--- config.mk ---
export PLATFORM = sky130hd
export DESIGN_NAME = keccak_sponge_ctrl
export DESIGN_NICKNAME = d
export VERILOG_FILES = /design/src/rtl/keccak_sponge_ctrl.sv
export SDC_FILE = /design/constraint.sdc
export NUM_CORES = 1
export LEC_CHECK = 0
export CAP_MARGIN = 15
export CORE_MARGIN = 1.5
export CORE_UTILIZATION = 55
export CTS_CLUSTER_DIAMETER = 50
export DETAILED_ROUTE_END_ITERATION = 8
export PLACE_DENSITY_LB_ADDON = 0.25
export SLEW_MARGIN = 20
export SYNTH_ARGS = -nofsm -noshare
export SYNTH_HDL_FRONTEND = slang
export SYNTH_SLANG_ARGS = --single-unit
--- constraint.sdc ---
create_clock -name clk -period 3.5 [get_ports clk]
set_input_delay 0.7 -clock clk [delete_from_list [all_inputs] [get_ports clk]]
set_output_delay 0.7 -clock clk [all_outputs]
set_load 0.005 [all_outputs]
--- src/rtl/keccak_sponge_ctrl.sv ---
// Keccak sponge controller: sequences absorb, padding, permutation and squeeze
// for SHAKE128/256 and SHA3-256/512 around an external Keccak-f datapath.
// Optional feature macro KECCAK_CTRL_XOF_EN: when defined, SHAKE output may
// span several rate blocks (re-permuting in SQUEEZE). When undefined, the SHAKE
// word count is clamped to one rate block.
//
// Handshakes: a transfer happens on a rising clk edge where valid and ready
// are both 1. in_ready and out_valid are registered and depend only on state.
// in_valid/in_last and out_ready may change freely while the matching ready or
// valid is low. perm_start is a one-cycle pulse. The core answers with
// perm_done, which is honoured only while in PERM.
module keccak_sponge_ctrl #(
  parameter int W     = 64,
  parameter int LEN_W = 16
) (
  input  logic             clk,
  input  logic             rst,
  input  logic [1:0]       mode,
  input  logic             start,
  input  logic [LEN_W-1:0] out_len,
  input  logic             in_valid,
  input  logic             in_last,
  output logic             in_ready,
  output logic             absorb_en,
  output logic             pad_first,
  output logic             pad_last,
  output logic [5:0]       word_idx,
  output logic             perm_start,
  input  logic             perm_done,
  output logic             out_valid,
  input  logic             out_ready,
  output logic             out_last,
  output logic             busy,
  output logic             done,
  output logic [2:0]       state_dbg
);

  typedef enum logic [2:0] {
    S_IDLE    = 3'd0,
    S_ABSORB  = 3'd1,
    S_PAD     = 3'd2,
    S_PERM    = 3'd3,
    S_SQUEEZE = 3'd4,
    S_DONE    = 3'd5
  } state_t;

  localparam logic [5:0]       RATE_128 = 6'(1344 / W);
  localparam logic [5:0]       RATE_256 = 6'(1088 / W);
  localparam logic [5:0]       RATE_512 = 6'(576 / W);
  localparam logic [LEN_W-1:0] OUT_256  = LEN_W'(256 / W);
  localparam logic [LEN_W-1:0] OUT_512  = LEN_W'(512 / W);

  state_t           state_q, state_n;
  logic [5:0]       idx_q, idx_n;
  logic [5:0]       rate_q, rate_n;
  logic [LEN_W-1:0] remain_q, remain_n;
  logic             padded_q, padded_n;   // padding absorbed: next perm is final
  logic             pend_q, pend_n;       // in_last landed on R-1: pad block follows perm
  logic             pad_q;                // in PAD: datapath absorbs a padding word
  logic [5:0]       rate_sel;
  logic [LEN_W-1:0] total_sel;

  // Rate and total output length selected by the requested mode.
  always_comb begin
    rate_sel  = RATE_128;
    total_sel = out_len;
    case (mode)
      2'b00: rate_sel = RATE_128;
      2'b01: rate_sel = RATE_256;
      2'b10: rate_sel = RATE_256;
      default: rate_sel = RATE_512;
    endcase
    case (mode)
      2'b10: total_sel = OUT_256;
      2'b11: total_sel = OUT_512;
      default: begin
`ifdef KECCAK_CTRL_XOF_EN
        total_sel = out_len;
`else
        total_sel = (out_len < LEN_W'(rate_sel)) ? out_len : LEN_W'(rate_sel);
`endif
      end
    endcase
  end

  // Next-state and next-value logic for the sponge sequence.
  always_comb begin
    state_n  = state_q;
    idx_n    = idx_q;
    rate_n   = rate_q;
    remain_n = remain_q;
    padded_n = padded_q;
    pend_n   = pend_q;
    case (state_q)
      S_IDLE: begin
        if (start) begin
          state_n  = S_ABSORB;
          idx_n    = 6'd0;
          rate_n   = rate_sel;
          remain_n = total_sel;
          padded_n = 1'b0;
          pend_n   = 1'b0;
        end
      end
      S_ABSORB: begin
        if (in_valid && in_ready) begin
          if (idx_q == rate_q - 6'd1) begin
            state_n = S_PERM;
            idx_n   = 6'd0;
            pend_n  = in_last;
          end else begin
            idx_n   = idx_q + 6'd1;
            state_n = in_last ? S_PAD : S_ABSORB;
          end
        end
      end
      S_PAD: begin
        if (idx_q == rate_q - 6'd1) begin
          state_n  = S_PERM;
          idx_n    = 6'd0;
          padded_n = 1'b1;
        end else begin
          idx_n = idx_q + 6'd1;
        end
      end
      S_PERM: begin
        if (perm_done) begin
          idx_n = 6'd0;
          if (pend_q) begin
            state_n = S_PAD;
            pend_n  = 1'b0;
          end else if (!padded_q) begin
            state_n = S_ABSORB;
          end else if (remain_q == '0) begin
            state_n = S_DONE;
          end else begin
            state_n = S_SQUEEZE;
          end
        end
      end
      S_SQUEEZE: begin
        if (out_valid && out_ready) begin
          remain_n = remain_q - LEN_W'(1);
          if (remain_q == LEN_W'(1)) begin
            state_n = S_DONE;
            idx_n   = 6'd0;
`ifdef KECCAK_CTRL_XOF_EN
          end else if (idx_q == rate_q - 6'd1) begin
            state_n = S_PERM;
            idx_n   = 6'd0;
`endif
          end else begin
            idx_n = idx_q + 6'd1;
          end
        end
      end
      S_DONE: begin
        state_n = S_IDLE;
        idx_n   = 6'd0;
      end
      default: begin
        state_n = S_IDLE;
        idx_n   = 6'd0;
      end
    endcase
  end

  // State register plus registered handshake/strobe outputs decoded from next state.
  always_ff @(posedge clk or negedge rst) begin
    if (!rst) begin
      state_q    <= S_IDLE;
      idx_q      <= 6'd0;
      rate_q     <= 6'd0;
      remain_q   <= '0;
      padded_q   <= 1'b0;
      pend_q     <= 1'b0;
      pad_q      <= 1'b0;
      in_ready   <= 1'b0;
      pad_first  <= 1'b0;
      pad_last   <= 1'b0;
      perm_start <= 1'b0;
      out_valid  <= 1'b0;
      out_last   <= 1'b0;
      busy       <= 1'b0;
      done       <= 1'b0;
    end else begin
      state_q    <= state_n;
      idx_q      <= idx_n;
      rate_q     <= rate_n;
      remain_q   <= remain_n;
      padded_q   <= padded_n;
      pend_q     <= pend_n;
      pad_q      <= (state_n == S_PAD);
      in_ready   <= (state_n == S_ABSORB);
      pad_first  <= (state_n == S_PAD) && (state_q != S_PAD);
      pad_last   <= (state_n == S_PAD) && (idx_n == rate_n - 6'd1);
      perm_start <= (state_n == S_PERM) && (state_q != S_PERM);
      out_valid  <= (state_n == S_SQUEEZE);
      out_last   <= (state_n == S_SQUEEZE) && (remain_n == LEN_W'(1));
      busy       <= (state_n != S_IDLE);
      done       <= (state_n == S_DONE);
    end
  end

  // The XOR strobe follows the accepted message word in ABSORB, or every PAD cycle.
  assign absorb_en = (in_ready && in_valid) || pad_q;
  assign word_idx  = idx_q;
  assign state_dbg = state_q;

endmodule

Yosys cells after proc, flatten, opt, wreduce, memory -nomap -nowiden --
Index checks and enable logic that the tools add are counted.
Storage, ports and cells: memories 0, memory bits (read-only) 0, bits in writable memories 0, flip-flop bits (word level) 42, word-level logic and storage cells 93, output and inout bits 18, bits in latches 0, input bits 25
Operators by class: reduce and logical (&&, ||, !) cells 16, $add $sub $neg 4, $mul 0, shift-type cells 0, $lt $le $gt $ge 1, divide/modulo/power cells 0, bitwise operators 0, muxes and demuxes 34, equal/unequal tests 23
Operators by type and width (number):
- $pmux W16 S2 | 2
- $mux W16 | 3
- $mux W6 | 8
- $eq A16 B1 Y1 const B | 2
- $pmux W6 S5 | 1
- $mux W3 | 8
- $logic_not A16 Y1 | 1
- $lt A16 B6 Y1 | 1
- $sub A16 B1 Y16 const B | 1
- $pmux W3 S5 | 1
- $eq A3 B2 Y1 const B | 4
- $eq A6 B6 Y1 | 2
- $sub A6 B1 Y6 const B | 2
- $ne A2 B2 Y1 const B | 5
- $pmux W5 S2 | 1
- $eq A3 B3 Y1 const B | 3
- $add A6 B1 Y6 const B | 1
- $eq A3 B1 Y1 const B | 2
- $logic_and A1 B1 Y1 | 6
- $mux W1 | 6
- $ne A3 B2 Y1 const B | 2
- $reduce_bool A3 Y1 | 2
- $reduce_and A5 Y1 | 1
- $eq A2 B2 Y1 const B | 2
- other kinds (10) | 11

Logic depth before layout (Yosys ltp) --
Gate-level depths: netlist of run 1.
word-level depth 10, depth in mapped cells 12, mapped depth without buffers 10

Worst setup path before layout of run 1 --
OpenSTA, ideal clock, no wires.
kind input -> register, start input out_ready, end register out_last, setup time 0.096 ns, buffers on the path 1, stages 8, setup slack 0.530 ns, data required time 3.404 ns, arrival 2.874 ns, path through or4bb_1 -> or4_4 -> buf_6 -> nor3_1 -> mux2i_1 -> o21ai_0 -> or4_1 -> nor4_2
Between the ends: word-level cells in the longest chain between the ends 5, elaborated cells between the ends (all ways) 8, those cells by class 2 x eq/ne; 4 x mux; 2 x reduce/logical
RTL lines:
- start, declared | line 31 | input logic out_ready,
- $logic_and A1 B1 Y1 | line 142 | if (out_valid && out_ready) begin
- $mux W16 | line 142
- $pmux W16 S2 | line 94 | case (state_q)
- named net remain_n[15] | line 56 | logic [LEN_W-1:0] remain_q, remain_n;
- $eq A16 B1 Y1 | line 199 | out_last <= (state_n == S_SQUEEZE) && (remain_n == LEN_W'(1));
- $logic_and A1 B1 Y1 | line 199
- end signal, assigned | line 199
- end, declared | line 32 | output logic out_last,
The timed path passes the listed nets, and every way through them passes these cells. A chain may end at the register's enable or synchronous reset.

Worst setup path after layout of run 1 --
Ends and elaborated chain as after synthesis.

==> results of run 1 <==
-- cell usage in the layout (no fill, tap or decap), types with 8 or more instances in the layout --
cell             count
nand2_1             34
o21ai_0             23
o21a_1               8
nor2_1              29
a31oi_1             10
mux2i_1             12
clkdlybuf4s50_1     41
inv_1               19
nor4_1               9
dfrtp_1             42
nor3_1              12
nand2b_1             8
-- final cells by class --
cell class / count / area [um2] / share of cell area (%)
Clock inverter: 3 / 45.04 / 1.279
Sequential cell: 42 / 1051 / 29.85
Timing Repair Buffer: 49 / 467.9 / 13.29
Inverter: 19 / 71.32 / 2.026
Clock buffer: 5 / 68.82 / 1.955
Multi-Input combinational cell: 260 / 1729 / 49.11
Tap cell: 70 / 87.58 / 2.488
-- worst max-delay path, stage by stage --
cell,delay [ns]
clkdlybuf4s50_1,0.51
or4bb_1,0.51
or4_4,0.43
nor3_1,0.20
mux2i_1,0.20
o21ai_0,0.10
or4_1,0.54
nor4_2,0.13
-- worst paths after layout --
kind | endpoint | slack [ns] | start | depth (start not counted)
min in group asynchronous | remain_q[7] | 0.54 | rst | 1
worst min-delay path | pend_q | 0.50 | pend_q | 1
worst max-delay path | out_last | 0.39 | out_ready | 8
max in group asynchronous | padded_q | 2.37 | rst | 1
worst min register to register | pend_q | 0.50 | pend_q | 1
worst max register to register | pad_last | 0.45 | state_dbg[2] | 7
-- kinds of logic after synthesis --
| family | share of synthesized area, % |
|---|---|
| buffers and inverters | 4.471 |
| DFF | 36.11 |
| adders and majority gates | 3.009 |
| muxes | 4.127 |
| and+or+nand+nor | 28.55 |
| AOI/OAI and AO/OA | 20.85 |
| xor gates and xnor gates | 2.880 |
-- registers in the layout, summed over array words and instances (netlist names) --
signal,flops
busy,1
perm_start,1
pad_q,1
remain_q,16
word_idx,6
rate_q,6
pad_last,1
done,1
pend_q,1
padded_q,1
out_valid,1
out_last,1
pad_first,1
state_dbg,3
in_ready,1
-- report_power, final --
part | switching [W] | internal, W | total [W]
Clock | 0.000178 | 0.000212 | 0.000390
Sequential | 0.000137 | 0.000574 | 0.000711
Combinational | 0.000568 | 0.000453 | 0.00102
-- metrics by stage --
stage                     util, %  hold slack [ns]  power, W  setup WS [ns]
after CTS                   68.94           0.5023  0.002110         0.3952
final                       68.94           0.4965  0.002122         0.3871
after global placement      66.71           0.4754  0.001689         0.1216
after floorplan                 -           0.4044  0.001384         0.5303
after global routing        68.94           0.5345  0.002269         0.2091
after detailed placement    66.71           0.4828  0.001718        0.09477
-- routing by layer --
metal / part of all wire [%] / vias to the layer above / global-route usage, % / wire, um
met4: 1.3 / 0 / 7.540 / 104
met5: 0 / - / 0 / 0
met3: 5.9 / 13 / 4.762 / 457
met1: 43 / 1340 / 37.79 / 3307
li1: - / 1314 / - / -
met2: 50 / 97 / 49.08 / 3861
==> impl_metrics.ini, run 1 <==
[critical_path]
crit_path_max_fanout = 3
worstSetupPathType = in -> reg
arrival_ns = 3.33
crit_path_end_kind = flip-flop
critical_path_required_ns = 3.71
startpoint_type = input pin

[detailed_routing]
first_iter_violations = 261
routed_wl_um = 7731
dr_total_vias = 2764
drc = 0
drt_first_pass_iters = 5
wire_per_inst_um = 17.26
ant_nets = 0
routed_via_density = 6.170

[cells_and_area]
drive_above_1_share_pct = 9.524
nNetsFinal = 409
fillers = 449
stdcell_count = 448
synthToLayoutAreaGrowth_pct = 20.98
antenna-diode-count = 0
postLayoutCellArea_um2 = 3521

[placed_design]
dp.cells = 440
place_hpwl_um = 5744
place.gp.congestion = 0.9277
port_buffers = 42
place_area_um2 = 3407

[clock_network]
cts_hold_buf = 0
clk_pin_slew_ns = 0.09
clkLatencyLatePin_ns = 0.30
cts-root-buf = clkbuf_8
cts_tree = yes
cts.sinks = 42
cts-buffers-inserted = 5
h-tree-depth = 2
clock_path_buffers = 2
postCtsResizedCells = 0
cts_setup_buffers = 0

[synthesis]
synth_nets = 366
synth_top_cell_by_area = dfrtp_1
ys_seq_elements = 42
yosys-top-cells-area = dfrtp_1 (36%), nand2_1 (4.4%), mux2i_1 (4.1%)
netlist_area_um2 = 2910
synth_top_cell_area_share_pct = 36.11
syn_avg_cell_area_um2 = 8.713
ys_warn_count = 0
synthFlopType = dfrtp_1
synth-edff-count = 0
yosysMostFrequentCell = dfrtp_1
yosysUniqueCellTypes = 65
ys_seq_area_share_pct = 36.11
synthCells = 334
async_flop_share_pct = 100.0
synth_common_cells = dfrtp_1 (42), nand2_1 (34), nor2_1 (29)

[power]
p_leak_nw = 1.473
power_density_nw_per_um2 = 602.7
ir_worst_vdd_mv = 0.3563

[grt]
grt_first_pass_wirelength_um = 12360
grt_usage_pct = 28.75
grt_max_degree = 43
grt_pass1_vias = 2531
grt-ovfl-total = 0
antenna_found_initial = 0

[die]
initial_utilization_pct = 56.98
die_h_um = 75.74
core_um2 = 5107
rows = 26
dieArea_um2 = 5737
die_w_um = 75.74
io_pins = 43

[timing]
period_share_pct = 88.94
period_needed_ns = 3.113
grt_setup_unrepaired = false
skew_ns = 0.004573
timing.fmax_mhz = 321.2
fin_tns_setup_ns = 0
worst_pin_slew_ns = 0.9502
finalSetupViolations = 0
hold_violations = 0
maxSlewHeadroom_pct = 36.66
maxSlewViolCount = 0

[run]
maxCapViolCount = 0

[outcome]
status = completed

[hold_path]
hp-class = reg -> reg
Note: power is estimated with default switching activity, not from simulation.
==> run 2: changes to the inputs <==
- GPL_TIMING_DRIVEN: default -> 0
==> impl_metrics.ini, run 2 (synthesis results as in run 1) <==
[grt]
grt_pass1_vias = 2589
antenna_found_initial = 0
grt_first_pass_wirelength_um = 12050
grt-ovfl-total = 0
grt_usage_pct = 27.81
grt_max_degree = 27

[power]
power_w = 0.002230
ir_worst_vdd_mv = 0.3560
power_density_nw_per_um2 = 616.0
p_leak_nw = 1.527

[critical_path]
critical_path_required_ns = 3.71
startpoint_type = input pin
r2r-end = pad_last
r2r_slack_ns = 0.29
crit_path_max_fanout = 5
worstSetupPathType = in -> reg
crit_path_end_kind = flip-flop
r2r_start = state_dbg[2]
r2r_cells = 8
arrival_ns = 3.58

[hold_path]
hp-class = in -> async

[detailed_routing]
routed_wl_um = 7442
ant_nets = 0
drc = 0
drt_first_pass_iters = 5
dr_total_vias = 2805
routed_via_density = 6.165
first_iter_violations = 163
wire_per_inst_um = 16.36

[clock_network]
cts-root-buf = clkbuf_8
clkLatencyLatePin_ns = 0.29
cts_hold_buf = 0
cts_setup_buffers = 0
h-tree-depth = 2
cts_tree = yes
cts-buffers-inserted = 5
clock_path_buffers = 2
cts.sinks = 42
clk_pin_slew_ns = 0.08

[placed_design]
place_hpwl_um = 5651
dp.cells = 447
port_buffers = 42
place.gp.congestion = 0.9559

[cells_and_area]
antenna-diode-count = 0
fillers = 411
synthToLayoutAreaGrowth_pct = 24.42
drive_above_1_share_pct = 10.13
stdcell_count = 455
layout_commonest_cell = dfrtp_1
final_cell_mix = dfrtp_1 (42), clkdlybuf4s50_1 (40), nand2_1 (34)
largest_reg_flops = 16
nNetsFinal = 416
regMostFlops = remain_q

[die]
die_w_um = 75.74
initial_utilization_pct = 56.98
dieArea_um2 = 5737
die_h_um = 75.74
io_pins = 43
rows = 26
core_um2 = 5107

[timing]
period_share_pct = 96.28
skew_ns = 0.006534
grt_setup_unrepaired = false
timing.fmax_mhz = 296.8
finalSetupViolations = 0
maxSlewHeadroom_pct = 53.10
period_needed_ns = 3.370
hold_violations = 0
worst_pin_slew_ns = 0.7028
maxSlewViolCount = 0

[outcome]
status = completed

[run]
maxCapViolCount = 0
## run 2: cell types whose count changed in the layout (fill, tap and decap cells not counted), moves of 2 or more
cell	delta
buf_4	-6
clkbuf_1	+9
clkinvlp_4	-2
buf_2	+2
## run 2: layout make-up
type | instances | area [um2] | share of cell area [%]
multi-input cells | 260 | 1768 | 48.83
clock inverters | 2 | 60.06 | 1.659
plain buffers | 13 | 62.56 | 1.728
repair buffers | 43 | 437.9 | 12.09
clock buffers | 6 | 82.58 | 2.281
well taps | 70 | 87.58 | 2.419
inverters | 19 | 71.32 | 1.970
flip-flops and latches | 42 | 1051 | 29.03
## run 2: worst max path at each step
stage,start,to,slack [ns]
2_1_floorplan,out_ready,out_last,0.53
3_5_place_dp,start,pad_last,-0.42
4_1_cts,start,pad_last,0.004
3_3_place_gp,start,pad_last,-0.38
6_report,out_ready,out_last,0.13
5_1_grt,out_ready,out_last,0.001
## run 2: critical path: stages
cell             delay [ns]
clkdlybuf4s50_1        0.52
or4bb_4                0.58
or4_4                  0.43
buf_6                  0.15
nor3_1                 0.18
mux2i_1                0.21
o21ai_0                0.11
or4_1                  0.55
nor4_2                 0.14
## run 2: stage by stage
step                worst slack [ns]  setup TNS, ns  hold WS (ns)  instance area, um2  utilization [%]
floorplan                     0.5303              0        0.4044                2910                -
global placement             -0.3839        -0.5841        0.4732                3418            66.93
detailed placement           -0.4208        -0.6454        0.4808                3433            67.22
CTS                         0.004106              0        0.3389                3591            70.31
global route                0.001430              0        0.3645                3621            70.90
finish                        0.1304              0        0.3374                3621            70.90
## run 2: power breakdown
part	total [W]	switching, W	internal [W]
clock network	0.000473	0.000168	0.000304
logic	0.00111	0.000636	0.000477
registers	0.000644	0.0000703	0.000574
total	0.00223	0.000875	0.00136
## run 2: timing repair
item                       in CTS  in global routing
resized for setup               3                  9
pin swaps                       0                  2
setup endpoints to repair       1                  2
## run 2: routing by layer
metal,share of wire [%],global-route usage [%],up-vias,routed length [um]
li1,-,-,1339,-
met1,44,35.25,1352,3288
met2,49,48.02,100,3683
met3,4.7,4.497,14,352
met4,1.6,9.524,0,118
met5,0,0,-,0
